--- src/rtl/gmac_tx_arbiter.sv ---
// gmac_tx_arbiter: shares one gig_eth_mac TX client port between two frame
// sources. Whole frames are granted round-robin, the owner's data/dvld/ack
// are passed through untouched, an idle gap is enforced after every grant,
// and a grant whose MAC ack never arrives is aborted after ACK_TIMEOUT cycles.
module gmac_tx_arbiter #(
    parameter int unsigned IFG_CYCLES  = 12,    // 1..255
    parameter int unsigned ACK_TIMEOUT = 1023   // 1..65535
) (
    input  logic        tx_clk,
    input  logic        reset,
    input  logic        conf_tx_en,
    input  logic [7:0]  req0_data,
    input  logic        req0_dvld,
    output logic        req0_ack,
    input  logic [7:0]  req1_data,
    input  logic        req1_dvld,
    output logic        req1_ack,
    output logic [7:0]  mac_tx_data,
    output logic        mac_tx_dvld,
    input  logic        mac_tx_ack,
    output logic [1:0]  grant,
    output logic [15:0] frame_cnt0,
    output logic [15:0] frame_cnt1,
    output logic [15:0] timeout_cnt
);

    typedef enum logic [1:0] {IDLE, WAIT_ACK, STREAM, GAP} state_t;

    localparam logic [7:0]  IFG_LOAD = 8'(IFG_CYCLES);
    localparam logic [15:0] TO_LAST  = 16'(ACK_TIMEOUT - 1);

    state_t      state_q;
    logic [1:0]  grant_q;
    logic        last_q;         // index of the requester granted most recently
    logic [7:0]  gap_q;
    logic [15:0] to_q;
    logic [15:0] frame_cnt0_q;
    logic [15:0] frame_cnt1_q;
    logic [15:0] timeout_cnt_q;

    logic        owner_dvld;
    logic        in_frame;
    logic        pick0;

    // Steer the owner's signals to the MAC and the MAC ack back to the owner.
    always_comb begin
        // NOTE: every output of this block gets a default first, so no path leaves a latch behind.
        owner_dvld  = 1'b0;
        mac_tx_data = 8'h00;
        if (grant_q[0]) begin
            owner_dvld  = req0_dvld;
            mac_tx_data = req0_data;
        end else if (grant_q[1]) begin
            owner_dvld  = req1_dvld;
            mac_tx_data = req1_data;
        end
        in_frame    = (state_q == WAIT_ACK) || (state_q == STREAM);
        mac_tx_dvld = owner_dvld & in_frame;
        req0_ack    = mac_tx_ack & grant_q[0] & in_frame;
        req1_ack    = mac_tx_ack & grant_q[1] & in_frame;
        // Requester 0 wins when alone, or on a tie when requester 1 went last.
        pick0       = req0_dvld & (~req1_dvld | last_q);
    end

    // Frame-level arbitration FSM with its counters and registered grant.
    always_ff @(posedge tx_clk or posedge reset) begin
        if (reset) begin
            state_q       <= IDLE;
            grant_q       <= 2'b00;
            last_q        <= 1'b1;
            gap_q         <= 8'd0;
            to_q          <= 16'd0;
            frame_cnt0_q  <= 16'd0;
            frame_cnt1_q  <= 16'd0;
            timeout_cnt_q <= 16'd0;
        end else begin
            // NOTE: non-blocking assignments so every register here updates from pre-edge values.
            case (state_q)
                IDLE: begin
                    if (conf_tx_en && (req0_dvld || req1_dvld)) begin
                        grant_q <= pick0 ? 2'b01 : 2'b10;
                        last_q  <= ~pick0;
                        to_q    <= 16'd0;
                        state_q <= WAIT_ACK;
                    end
                end
                WAIT_ACK: begin
                    if (mac_tx_ack) begin
                        state_q <= STREAM;
                    end else if (!owner_dvld) begin
                        // Source withdrew before the MAC took the first byte.
                        grant_q <= 2'b00;
                        gap_q   <= IFG_LOAD;
                        state_q <= GAP;
                    end else if (to_q == TO_LAST) begin
                        timeout_cnt_q <= timeout_cnt_q + 16'd1;
                        grant_q       <= 2'b00;
                        gap_q         <= IFG_LOAD;
                        state_q       <= GAP;
                    end else begin
                        to_q <= to_q + 16'd1;
                    end
                end
                STREAM: begin
                    if (!owner_dvld) begin
                        if (grant_q[0]) begin
                            frame_cnt0_q <= frame_cnt0_q + 16'd1;
                        end else begin
                            frame_cnt1_q <= frame_cnt1_q + 16'd1;
                        end
                        grant_q <= 2'b00;
                        gap_q   <= IFG_LOAD;
                        state_q <= GAP;
                    end
                end
                GAP: begin
                    if (gap_q <= 8'd1) begin
                        gap_q   <= 8'd0;
                        state_q <= IDLE;
                    end else begin
                        gap_q <= gap_q - 8'd1;
                    end
                end
                default: begin
                    grant_q <= 2'b00;
                    state_q <= IDLE;
                end
            endcase
        end
    end

    assign grant       = grant_q;
    assign frame_cnt0  = frame_cnt0_q;
    assign frame_cnt1  = frame_cnt1_q;
    assign timeout_cnt = timeout_cnt_q;

endmodule

--- config.mk ---
export PLATFORM = sky130hd
export DESIGN_NAME = gmac_tx_arbiter
export DESIGN_NICKNAME = d
export VERILOG_FILES = /design/src/rtl/gmac_tx_arbiter.sv
export SDC_FILE = /design/constraint.sdc
export NUM_CORES = 1
export LEC_CHECK = 0
export BUFFER_PORTS_ARGS = -buffer_cell sky130_fd_sc_hd__buf_4
export CELL_PAD_IN_SITES_DETAIL_PLACEMENT = 1
export CELL_PAD_IN_SITES_GLOBAL_PLACEMENT = 1
export CORE_ASPECT_RATIO = 0.5
export CORE_MARGIN = 8
export CORE_UTILIZATION = 45
export DETAILED_ROUTE_END_ITERATION = 8
export GPL_TIMING_DRIVEN = 0
export PLACE_DENSITY_LB_ADDON = 0.15
export SLEW_MARGIN = 25
export SYNTH_ARGS = -nofsm -noshare
export SYNTH_HDL_FRONTEND = slang
export SYNTH_SLANG_ARGS = --single-unit
--- constraint.sdc ---
create_clock -name tx_clk -period 7.74 [get_ports tx_clk]
set_input_delay 1.548 -clock tx_clk [delete_from_list [all_inputs] [get_ports tx_clk]]
set_output_delay 1.548 -clock tx_clk [all_outputs]
set_load 0.03 [all_outputs]
==> qor.csv, run 1 <==
metric;value;unit
max_cap_violations;0;
wl_per_cell;18.3;um
postCtsHoldBufs;0;
end_kind;output port;
row_count;24;
ios;83;
r2r_setup_slack;4.72;ns
synth_most_common_cell;dfrtp_1;
synth_edf_count;0;
start_util;46.6;%
area.growth.synth_to_final;27.2;%
die_w;151;um
postSynthCellCount;413;
crit_cells;5;
grt_overflow_total;0;
finalNonFillerCells;629;
cts_resized;0;
syn_avg_cell_area;9.86;um2
reg2reg_depth;8;
clock-sinks;77;
hold_class;reg2reg;
synthTopCellsByCount;dfrtp_1, nand2_1, nor2_1;
pre_cts_ws;3.97;ns
die_area;12500;um2
critical_path.endpoint;mac_tx_dvld;
vias;3458;
netlist.area_leader.share;46.7;%
fill_cells;1006;
seq_area;1930;um2
gp_congestion;0.772;
syn-cell-area;4070;um2
fmax;263;MHz
slew_headroom;49.8;%
power_frac_clock;30.1;%
power.density;298;nW/um2
yosys.area.top_type;dfrtp_1;
fp.dieH;83.3;um
synth_flop_cell;dfrtp_1;
regToRegEndpoint;to_q[8]$_DFFE_PP0P_;
combPwrFrac;36.4;%
critPathBufInv;2;
antenna_found_initial;0;
switchingPower;587;uW
dpl.hpwl;8230;um
grt_busiest_layer;met2;
first_pass_iters;4;
synth_cell_types;45;
grt_usage;18.9;%
pwr-share-seq;33.5;%
path_cells;buf_4 > nand3b_1 > nand2_1 > and2_1 > buf_4;
fin_nets;542;
numPortBuffers;82;
drt_iter0_drc;214;
r2r-start;state_q[1]$_DFFE_PP0P_;
gr-usage-met2;33.8;%
grt_max_degree;41;
post-cts-setup-buffer-count;0;
cts_root_buf;clkbuf_16;
grt_setup_unrepaired;no;
yosys_register_bits;77;
dp_cells;613;
antenna_cells;0;
remaining_drc_errors;0;
syn-num-nets;448;
slowest_delay;0.18;ns
setup_violations;0;
cp.arrival;2.26;ns
hold_violations;0;
finalClockSkew;0.0134;ns
required;6.19;ns
worstSetupPathType;in2out;
startpoint_type;input pin;
cp_common_cell;buf_4;
yosysWarnings;0;
p_leak;0.00250;uW
grt_first_pass_wirelength;19100;um
setup_ws;3.93;ns
cts_tree;done;
crit_family;simple AND/OR/NAND/NOR gates;
via_per_inst;5.50;
tns;0;ns
wirelength;11500;um
internal_power;959;uW
path_clk_slew;0.06;ns
clock_latency;0.34;ns
cts_max_path_buffers;2;
cp_max_fo;5;
multiInputGateArea;2020;um2
synth-seq-area-share;47.3;%
htreeDepth;3;
drive_gt1_share;22.7;%
grt_pass1_vias;3698;
async_flop_share;100;%
core_region_area;8740;um2
drv_slew;0;
met3_usage;4.22;%
cts_inserted_buffers;9;
swShare;37.9;%
ys_top_cells_by_area;dfrtp_1, xnor2_1, xor2_1;
ir_drop;0.140;mV
use_met1;22.3;%
status;finished, final reports clean;
tightest_slew;0.747;ns
crit_slowest_cell;and2_1;
fin_crit_sh;49.2;%
fin_crit;3.81;ns
ant_nets;0;
worstSetupStartpoint;req1_dvld;
[how the worst min path moves through the flow]
stage	from	cells past startpoint	slack (ns)	end
2_1_floorplan	to_q[5]$_DFFE_PP0P_	1	0.44	to_q[5]$_DFFE_PP0P_
6_report	frame_cnt1[15]$_DFFE_PP0P_	1	0.47	frame_cnt1[15]$_DFFE_PP0P_
4_1_cts	frame_cnt1[15]$_DFFE_PP0P_	1	0.48	frame_cnt1[15]$_DFFE_PP0P_
3_5_place_dp	frame_cnt1[15]$_DFFE_PP0P_	1	0.47	frame_cnt1[15]$_DFFE_PP0P_
3_3_place_gp	frame_cnt1[15]$_DFFE_PP0P_	1	0.46	frame_cnt1[15]$_DFFE_PP0P_
5_1_grt	frame_cnt1[15]$_DFFE_PP0P_	1	0.50	frame_cnt1[15]$_DFFE_PP0P_
[power by group through the flow]
stage	combinational, uW	clock [uW]	sequential, uW
floorplan	340	0	553
global placement	544	0	520
detailed placement	564	0	523
CTS	572	474	517
global route	616	488	529
finish	563	465	518
[layer usage]
metal / wire length (um) / vias up / share of wire, %
met5: 0 / - / 0
met4: 93 / 0 / 0.81
met3: 458 / 12 / 4.0
met2: 6050 / 58 / 53
met1: 4880 / 1729 / 42
li1: - / 1659 / -
[through the flow]
step	utilization (%)	hold WS (ns)	power, uW	cell area (um2)
CTS	59.3	0.478	1560	5180
floorplan	-	0.443	893	4070
global route	59.3	0.498	1630	5180
global placement	55.3	0.462	1060	4830
finish	59.3	0.474	1550	5180
detailed placement	55.6	0.465	1090	4860
[sequential cells by signal, summed over array words and instances, names as in the netlist]
signal / count
frame_cnt0: 16
grant: 2
frame_cnt1: 16
last_q: 1
gap_q: 8
to_q: 16
timeout_cnt: 16
state_q: 2
[cell usage in the layout, fill, tap and decap left out, types with 5 or more instances in the layout]
cell and instances:
a21oi_1 10, a22o_1 8, a31oi_1 9, and2_1 10, and3_1 7, and4_1 8, buf_4 82, clkbuf_1 9
clkbuf_16 9, dfrtp_1 76, ha_1 13, inv_1 15, mux2_2 6, nand2_1 38, nand3_1 25, nand4_1 13
nor2_1 32, nor2b_1 5, nor3_1 11, o21ai_0 16, o31ai_1 14, or3_1 5, xnor2_1 24, xor2_1 21
[cell type report]
type                            count  area share (%)
Buffer                             12            1.21
Clock buffer                       10            4.42
Clock inverter                      6            1.81
Inverter                           16            1.21
Multi-Input combinational cell    308            39.0
Sequential cell                    77            37.2
Tap cell                          117            2.83
Timing Repair Buffer               83            12.3
[cell families after synthesis]
logic type | after synthesis | share of synthesized area (%)
compound gates | 76 | 12.7
xor+xnor | 45 | 9.68
mux | 6 | 1.66
simple gates | 168 | 21.6
flops | 77 | 47.3
buf+inv | 28 | 3.01
fa+ha+maj | 13 | 3.99
No activity file was read; power rests on OpenSTA's default activity.
==> run 2, diff against run 1 <==
- CORE_UTILIZATION: 45 -> 42
- clock period: 7.74 -> 3.7 ns (I/O delays scaled with it)
==> run 2 against run 1 <==
Register-to-register slack worse by 4.0 ns. First-iteration DRC count decreased by 40%. Sequential share of layout area up 0.063 points. Cell count rose by 2.9%. Design area shrank 0.17%. Sequential cell count did not move. Utilization down 4.5 points.
==> qor.csv, run 2 (synthesis results as in run 1) <==
metric;value;unit;change
reg2reg_depth;8;;unchanged
fin_crit;2.97;ns;
ir_drop;0.277;mV;was 0.140 mV
row_count;25;;was 24
cp_max_fo;10;;was 5
first_pass_iters;4;;unchanged
numPortBuffers;82;;unchanged
final_common_cell;buf_4;;unchanged
power_frac_clock;27.4;%;was 30.1%
grt_setup_unrepaired;no;;unchanged
max_cap_violations;0;;unchanged
placed_area;4890;um2;was 4860 um2
die_area;13300;um2;was 12,500 um2
die_w;155;um;was 151 um
cts_tree;done;;unchanged
via_per_inst;5.34;;was 5.50
antenna_found_initial;0;;unchanged
cts_inserted_buffers;9;;unchanged
start_util;43.1;%;was 46.6%
postCtsHoldBufs;0;;unchanged
path_clk_slew;0.07;ns;was 0.06 ns
grt_first_pass_wirelength;18600;um;was 19,100 um
drt_iter0_drc;128;;was 214
ant_nets;0;;unchanged
required;3.89;ns;was 6.19 ns
pwr-share-seq;34.9;%;was 33.5%
dpl.hpwl;7980;um;was 8230 um
ios;83;;unchanged
wl_per_cell;16.6;um;was 18.3 um
r2r_setup_slack;0.73;ns;was 4.72 ns
combPwrFrac;37.8;%;was 36.4%
grt_pass1_vias;3660;;was 3,698
setup_violations;0;;unchanged
core_region_area;9450;um2;was 8740 um2
fp.dieH;85.6;um;was 83.3 um
antenna_cells;0;;unchanged
fmax;337;MHz;
post-cts-setup-buffer-count;0;;unchanged
grt_overflow_total;0;;unchanged
finalClockSkew;0.00663;ns;was 0.0134 ns
mostFrequentLayoutCells;buf_4, dfrtp_1, nand2_1;;unchanged
startpoint_type;flop;;was input pin
grt_max_degree;48;;was 41
stdcell_area;5170;um2;was 5180 um2
gp_congestion;0.737;;was 0.772
tightest_slew;0.704;ns;was 0.747 ns
status;finished, final reports clean;;unchanged
hold_class;in2async;;was reg2reg
drive_gt1_share;22.9;%;was 22.7%
area.growth.synth_to_final;27.0;%;was 27.2%
regToRegEndpoint;to_q[14]$_DFFE_PP0P_;;was to_q[8]$_DFFE_PP0P_
switchingPower;1220;uW;was 587 uW
end_kind;flop;;was output port
power.density;597;nW/um2;was 298 nW/um2
cts_resized;0;;unchanged
grt_usage;17.0;%;was 18.9%
remaining_drc_errors;0;;unchanged
r2r-start;state_q[1]$_DFFE_PP0P_;;unchanged
fin_nets;542;;unchanged
worstSetupPathType;reg2reg;;was in2out
vias;3455;;was 3,458
htreeDepth;3;;unchanged
swShare;39.4;%;was 37.9%
clock-sinks;77;;unchanged
slew_headroom;52.7;%;was 49.8%
drv_slew;0;;unchanged
p_leak;0.00249;uW;was 0.00250 uW
internal_power;1870;uW;was 959 uW
cts_root_buf;clkbuf_16;;unchanged
wirelength;10700;um;was 11,500 um
cts_max_path_buffers;2;;unchanged
fin_crit_sh;80.2;%;
totalPowerFinal;3090;uW;was 1550 uW
hold_violations;0;;unchanged
cp.arrival;3.16;ns;was 2.26 ns
clock_latency;0.34;ns;about the same
==> run 2: cell count changes in the layout (fill, tap and decap cells not counted), sizes merged <==
cell | previous run | this run
clkinv | 1 | 3
inv | 18 | 19
bufinv | 2 | 0
clkbuf | 19 | 18
==> run 2: stage by stage <==
stage / std cells / setup TNS [ns] / setup WS (ns) / util [%] / hold WS (ns)
3_3_place_gp: 630 / -8.52 / -0.120 / 51.4 / 0.457
5_1_grt: 647 / 0 / 0.392 / 54.7 / 0.437
3_5_place_dp: 631 / 0 / 0.731 / 51.7 / 0.459
2_1_floorplan: 413 / 0 / 0.995 / - / 0.443
6_report: 647 / 0 / 0.732 / 54.7 / 0.409
4_1_cts: 647 / 0 / 0.724 / 54.7 / 0.416
==> run 2: worst max-delay path by stage <==
stage	from	to	slack (ns)	depth (start not counted)
global placement	reset	to_q[6]$_DFFE_PP0P_	-0.12	2
global route	state_q[1]$_DFFE_PP0P_	to_q[8]$_DFFE_PP0P_	0.39	8
CTS	state_q[1]$_DFFE_PP0P_	to_q[5]$_DFFE_PP0P_	0.72	8
detailed placement	state_q[1]$_DFFE_PP0P_	to_q[15]$_DFFE_PP0P_	0.73	8
floorplan	reset	frame_cnt0[0]$_DFFE_PP0P_	0.99	1
finish	state_q[1]$_DFFE_PP0P_	to_q[14]$_DFFE_PP0P_	0.73	8
==> run 2: routing by layer <==
metal	global-route usage (%)	part of all wire, %	wire length [um]
met5	0	0	0
met1	20.8	45	4850
met3	4.51	4.6	492
met4	4.20	0.91	98
met2	29.5	49	5300
==> run 2: layout make-up <==
type / count / area, um2
Clock buffer: 9 / 225
Clock inverter: 7 / 58.8
Sequential cell: 77 / 1930
Timing Repair Buffer: 83 / 643
Buffer: 12 / 62.6
Tap cell: 135 / 169
Multi-Input combinational cell: 308 / 2020
Inverter: 16 / 62.6
Fill cell: 1104 / 4280
==> run 2: critical path: stages, from the launching register on <==
cell and delay, ns:
dfrtp_1 0.44, inv_1 0.13, ha_1 0.15, clkbuf_2 0.21
nor2b_1 0.23, a21boi_0 0.61, a21oi_1 0.35, nor2_1 0.53
a31oi_1 0.16
==> run 2: power groups by stage <==
stage / sequential (uW) / clock [uW] / combinational [uW]
after floorplan: 1160 / 0 / 712
after global placement: 1090 / 0 / 1140
after detailed placement: 1090 / 0 / 1180
after CTS: 1080 / 872 / 1180
after global routing: 1100 / 892 / 1300
final: 1080 / 845 / 1170
